### config.mk
export PLATFORM = sky130hd
export DESIGN_NAME = temporizador_preset_flat
export DESIGN_NICKNAME = d
export VERILOG_FILES = /design/src/rtl/temporizador_preset_if.sv /design/src/rtl/temporizador_preset.sv /design/src/flat_wrapper.sv
export SDC_FILE = /design/constraint.sdc
export NUM_CORES = 1
export LEC_CHECK = 0
export CORE_MARGIN = 3
export CORE_UTILIZATION = 41
export CTS_CLUSTER_DIAMETER = 30
export DETAILED_ROUTE_END_ITERATION = 10
export PLACE_DENSITY = 0.72
export REMOVE_ABC_BUFFERS = 1
export SYNTH_ARGS = -nofsm -noshare
export SYNTH_HDL_FRONTEND = slang
export SYNTH_SLANG_ARGS = --single-unit
export TNS_END_PERCENT = 100
### constraint.sdc
create_clock -name clk -period 1.6 [get_ports clk]
set_clock_uncertainty 0.05 [all_clocks]
set_input_delay 0.24 -clock clk [delete_from_list [all_inputs] [get_ports clk]]
set_output_delay 0.24 -clock clk [all_outputs]
set_load 0.03 [all_outputs]
### src/rtl/temporizador_preset_if.sv
// Bus between the phase controller / display side and temporizador_preset.
// master drives tick/carrega/estado/caso_esp; slave returns the BCD count and status.
interface temporizador_preset_if #(
  parameter int EST_W = 2
);
  logic             tick;
  logic             carrega;
  logic [EST_W-1:0] estado;
  logic             caso_esp;
  logic [3:0]       unid;
  logic [3:0]       dez;
  logic             contando;
  logic             fim;

  modport master (
    output tick, carrega, estado, caso_esp,
    input  unid, dez, contando, fim
  );

  modport slave (
    input  tick, carrega, estado, caso_esp,
    output unid, dez, contando, fim
  );
endinterface

### src/rtl/temporizador_preset.sv
// Per-state two-digit BCD countdown timer with a built-in preset table.
// Define RECARGA_AUTO_EN to make FIM reload the current preset (periodic mode).
module temporizador_preset #(
  parameter int                 N_EST       = 4,
  parameter int                 EST_W       = 2,
  parameter logic [8*N_EST-1:0] PRESET_NORM = {8'h05, 8'h30, 8'h15, 8'h10},
  parameter logic [8*N_EST-1:0] PRESET_ESP  = {8'h05, 8'h15, 8'h22, 8'h10}
) (
  input  logic                 clk,
  input  logic                 rst,
  temporizador_preset_if.slave bus
);

  localparam int N_IDX = 1 << EST_W;

  typedef enum logic [1:0] {
    OCIOSO = 2'd0,
    CONTA  = 2'd1,
    FIM    = 2'd2
  } fase_t;

  fase_t      fase_reg, fase_next;
  logic [3:0] unid_reg, unid_next;
  logic [3:0] dez_reg,  dez_next;

  // Tables cover every encodable estado so the lookup needs no range check;
  // indices at or beyond N_EST hold 00.
  logic [7:0] tab_norm [N_IDX];
  logic [7:0] tab_esp  [N_IDX];
  logic [7:0] preset_sel;
  logic       count_zero;

  function automatic logic [3:0] clamp_bcd(input logic [3:0] d);
    return (d > 4'd9) ? 4'd9 : d;
  endfunction

  generate
    for (genvar gi = 0; gi < N_IDX; gi++) begin : g_tab
      if (gi < N_EST) begin : g_valid
        assign tab_norm[gi] = {clamp_bcd(PRESET_NORM[8*gi+4 +: 4]),
                               clamp_bcd(PRESET_NORM[8*gi   +: 4])};
        assign tab_esp[gi]  = {clamp_bcd(PRESET_ESP[8*gi+4 +: 4]),
                               clamp_bcd(PRESET_ESP[8*gi   +: 4])};
      end else begin : g_void
        assign tab_norm[gi] = 8'h00;
        assign tab_esp[gi]  = 8'h00;
      end
    end
  endgenerate

  assign preset_sel = bus.caso_esp ? tab_esp[bus.estado] : tab_norm[bus.estado];
  assign count_zero = (unid_reg == 4'd0) && (dez_reg == 4'd0);

  always_ff @(posedge clk) begin
    if (rst) begin
      fase_reg <= OCIOSO;
      unid_reg <= 4'd0;
      dez_reg  <= 4'd0;
    end else begin
      fase_reg <= fase_next;
      unid_reg <= unid_next;
      dez_reg  <= dez_next;
    end
  end

  always_comb begin
    fase_next = fase_reg;
    unid_next = unid_reg;
    dez_next  = dez_reg;

    case (fase_reg)
      OCIOSO: begin
        fase_next = OCIOSO;
      end
      CONTA: begin
        // Zero is checked before tick so the count can never borrow below 00.
        if (count_zero) begin
          fase_next = FIM;
        end else if (bus.tick) begin
          if (unid_reg == 4'd0) begin
            unid_next = 4'd9;
            dez_next  = dez_reg - 4'd1;
          end else begin
            unid_next = unid_reg - 4'd1;
          end
        end
      end
      FIM: begin
        unid_next = 4'd0;
        dez_next  = 4'd0;
`ifdef RECARGA_AUTO_EN
        fase_next = CONTA;
        {dez_next, unid_next} = preset_sel;
`else
        fase_next = OCIOSO;
`endif
      end
      default: begin
        fase_next = OCIOSO;
        unid_next = 4'd0;
        dez_next  = 4'd0;
      end
    endcase

    // A load overrides whatever the current phase decided, including a tick.
    if (bus.carrega) begin
      fase_next = CONTA;
      {dez_next, unid_next} = preset_sel;
    end
  end

  assign bus.unid     = unid_reg;
  assign bus.dez      = dez_reg;
  assign bus.contando = (fase_reg == CONTA);
  assign bus.fim      = (fase_reg == FIM);

endmodule

### src/flat_wrapper.sv
// flat-port wrapper written by rule: the top's interface ports become plain ports
module temporizador_preset_flat 
#(
  parameter int                 N_EST       = 4,
  parameter int                 EST_W       = 2,
  parameter logic [8*N_EST-1:0] PRESET_NORM = {8'h05, 8'h30, 8'h15, 8'h10},
  parameter logic [8*N_EST-1:0] PRESET_ESP  = {8'h05, 8'h15, 8'h22, 8'h10}
)
  (clk, rst, bus_tick, bus_carrega, bus_estado, bus_caso_esp, bus_unid, bus_dez, bus_contando, bus_fim);
  temporizador_preset_if #(.EST_W(EST_W)) bus_i ();
  input  logic clk;
  input  logic rst;
  input wire logic [$bits(bus_i.tick)-1:0] bus_tick;
  input wire logic [$bits(bus_i.carrega)-1:0] bus_carrega;
  input wire logic [$bits(bus_i.estado)-1:0] bus_estado;
  input wire logic [$bits(bus_i.caso_esp)-1:0] bus_caso_esp;
  output wire logic [$bits(bus_i.unid)-1:0] bus_unid;
  output wire logic [$bits(bus_i.dez)-1:0] bus_dez;
  output wire logic [$bits(bus_i.contando)-1:0] bus_contando;
  output wire logic [$bits(bus_i.fim)-1:0] bus_fim;
  assign bus_i.tick = bus_tick;
  assign bus_i.carrega = bus_carrega;
  assign bus_i.estado = bus_estado;
  assign bus_i.caso_esp = bus_caso_esp;
  assign bus_unid = bus_i.unid;
  assign bus_dez = bus_i.dez;
  assign bus_contando = bus_i.contando;
  assign bus_fim = bus_i.fim;
  temporizador_preset #(.N_EST(N_EST), .EST_W(EST_W), .PRESET_NORM(PRESET_NORM), .PRESET_ESP(PRESET_ESP)) u_core (.clk(clk), .rst(rst), .bus(bus_i));
endmodule
==> results.cfg, run 1 <==
[worst_setup_path]
crit_arrival_ps = 1760
path_buf_inv = 1
crit_chain = inv_2, ha_4, or3b_4, o31ai_4, and3_4, nor3_1
end_kind = register
critPathSlowestCell = or3b_4
path_delay_family = simple AND/OR/NAND/NOR gates
crit_path_start_kind = register
worstSetupPathType = reg -> reg
slowest_delay_ps = 430
cp_max_fo = 4
required_ps = 1720

[placed_design]
port-buffer-count = 16
preCtsSetupSlack_ps = -138
dp_hpwl_um = 1280
post-place-cells = 122
gp_congestion = 0.891

[timing]
drv_slew = 0
final-hold-violation-count = 0
worstMarginPinSlew_ps = 316
tns_ps = -86.8
rsz0062_at_grt = true
setup_slack_ps = -42.6
period_share_pct = 103
fin_crit_ps = 1640
fmaxAchievable_ghz = 0.609
maxSlewHeadroom_pct = 78.6
finalSetupViolCount = 4
whs_ps = 557

[yosys]
synth_area_um2 = 647
yosys.area.top_type_share_pct = 30.9
synth_xor_area_share_pct = 1.35
ys_warn_count = 0
synth_cell_types = 32
ys_seq_area_share_pct = 30.9
synthTopCellsByArea = dfxtp_1 31%, a21oi_1 6.2%, ha_1 5.8%, inv_1 4.1%, nor2_1 4.1%
syn_area_per_cell_um2 = 8.51
synth.area.mux_share_pct = 1.74
synth_top_family_by_area = simple AND/OR/NAND/NOR gates
synthCells = 76
synth-adder-area-share_pct = 5.80
synth_compound_area_share_pct = 21.5
synth_simple_gate_area_share_pct = 33.1
synth.ff_latch_count = 10
synth_top_cell_by_area = dfxtp_1

[floorplan]
core_um2 = 1380
fp-row-count = 13
die_h_um = 45.7
die_area_um2 = 2090
die_x_um = 45.7
start_util_pct = 46.8
io_pins = 17

[hold_path]
min_path_type = reg -> reg

[power_and_ir_drop]
peakVddDrop_mv = 0.498
pwr_density_cell_nw_per_um2 = 803
static-leakage-power_nw = 0.441

[routing]
via_per_inst = 6.19
drt-initial-drc-count = 44
vias = 786
post_drt_wl_per_cell_um = 17.5
routed_wirelength_um = 2220
ant_nets = 0
dr.pass1.iters = 4
drcViolationCount = 0

[final_layout]
final_util_pct = 75.3
layout-drive-gt1-share_pct = 36.6
nets = 123
instances_no_fill = 127
diodes = 0
syn_to_final_growth_pct = 60.9

[grt]
top_usage_layer = met2
use_met2_pct = 33.4
gr-usage-all-layers_pct = 20.9
overflow = 0
grt_max_degree = 11
grt_pass1_wl_um = 3040
grt_pass1_vias = 663
met3_usage_pct = 3.95
grtUsageMet1_pct = 26.2
grt_antenna_before_repair = 0

[clock_network]
cts_root_buf = clkbuf_4
htree_levels = 1
clock_latency_ps = 270
cts_max_path_buffers = 2
cts_sinks = 10
cts_inserted_buffers = 3
cts_tree = built
clk_pin_slew_ps = 70

[job]
maxCapViolCount = 0

[status]
status = finished with violations
violations = negative setup slack
worst register-to-register path: cells and delay by family, from the launching register on:
| family | cells | cell delay, ps |
|---|---|---|
| adders and majority gates | 1 | 140 |
| AOI/OAI and AO/OA | 1 | 240 |
| DFF | 1 | 340 |
| and+or+nand+nor | 3 | 690 |
| buffers and inverters | 1 | 70 |
cells by family (layout without fill, tap and decap cells):
family | Yosys count | in the layout
compound gates | 19 | 19
xor+xnor | 1 | 1
fa+ha+maj | 3 | 3
buf+inv | 9 | 45
flops | 10 | 10
mux | 1 | 1
simple gates | 33 | 33
per-stage QoR:
stage	total power, mW	instance area (um2)
6_report	0.836	1040
2_1_floorplan	0.428	637
4_1_cts	0.796	997
3_3_place_gp	0.551	941
3_5_place_dp	0.554	941
5_1_grt	0.878	1040
cells in the final DEF, fill, tap and decap left out, types with 2 or more instances in the layout:
cell / n
buf_4: 18
dlygate4sd2_1: 9
dfxtp_1: 8
a21oi_1: 7
nor2_1: 7
clkdlybuf4s50_1: 6
inv_1: 5
nor3_1: 5
nor2b_1: 3
nand2_1: 3
o21ai_0: 3
clkbuf_4: 3
inv_2: 2
nor3b_4: 2
o31a_1: 2
a211oi_2: 2
nor4b_1: 2
ha_4: 2
dfxtp_2: 2
repair_timing:
action | 4_1_cts | 5_1_grt
setup buffers | 1 | 0
hold endpoints to repair | 0 | 0
hold buffers | 0 | 0
pin swaps | 3 | 4
endpoints found under the setup margin | 14 | 6
resized for setup | 17 | 8
cell usage after synthesis (all sizes together):
cell	count
a211oi	2
a21oi	8
a31o	1
and3	1
buf	2
dfxtp	10
ha	3
inv	7
mux2	1
nand2	3
nand3	1
nand3b	1
nand4	1
nand4b	1
nor2	7
nor2b	3
nor3	5
nor3b	2
nor4	2
nor4b	2
nor4bb	1
o21ai	3
o21bai	1
o311ai	1
o31a	2
o31ai	1
or3	1
or3b	2
xnor2	1
worst paths after layout:
| check | slack (ps) | cells after the start | to | from |
|---|---|---|---|---|
| worst min register to register | 560 | 2 | u_core.bus.dez[2] | u_core.bus.dez[2] |
| worst min-delay path | 560 | 2 | u_core.bus.dez[2] | u_core.bus.dez[2] |
| worst max register to register | -40 | 6 | u_core.bus.dez[1] | u_core.bus.unid[0] |
| worst max-delay path | -40 | 6 | u_core.bus.dez[1] | u_core.bus.unid[0] |
report_power, final:
| group | internal [mW] | total (mW) | switching, mW |
|---|---|---|---|
| clock | 0.138 | 0.237 | 0.0989 |
| combinational | 0.150 | 0.317 | 0.166 |
| sequential | 0.265 | 0.282 | 0.0170 |
per-layer routing:
layer	vias to the layer above	wire, um
met5	-	0
met2	57	1030
li1	350	-
met4	0	95
met1	362	902
met3	17	194
final cells by class:
type / instances / area [um2]
clock buffers: 4 / 36.3
repair buffers: 34 / 285
well taps: 15 / 18.8
inverters: 7 / 26.3
multi-input cells: 57 / 472
flip-flops and latches: 10 / 203
fillers: 108 / 342
Note: power is estimated with default switching activity, not from simulation.
==> run 2: changes to the inputs <==
Settings changed: CAP_MARGIN set to 15.
==> results of run 2 <==
Same layout as run 1: the final DEF is identical, and so are final timing and power.
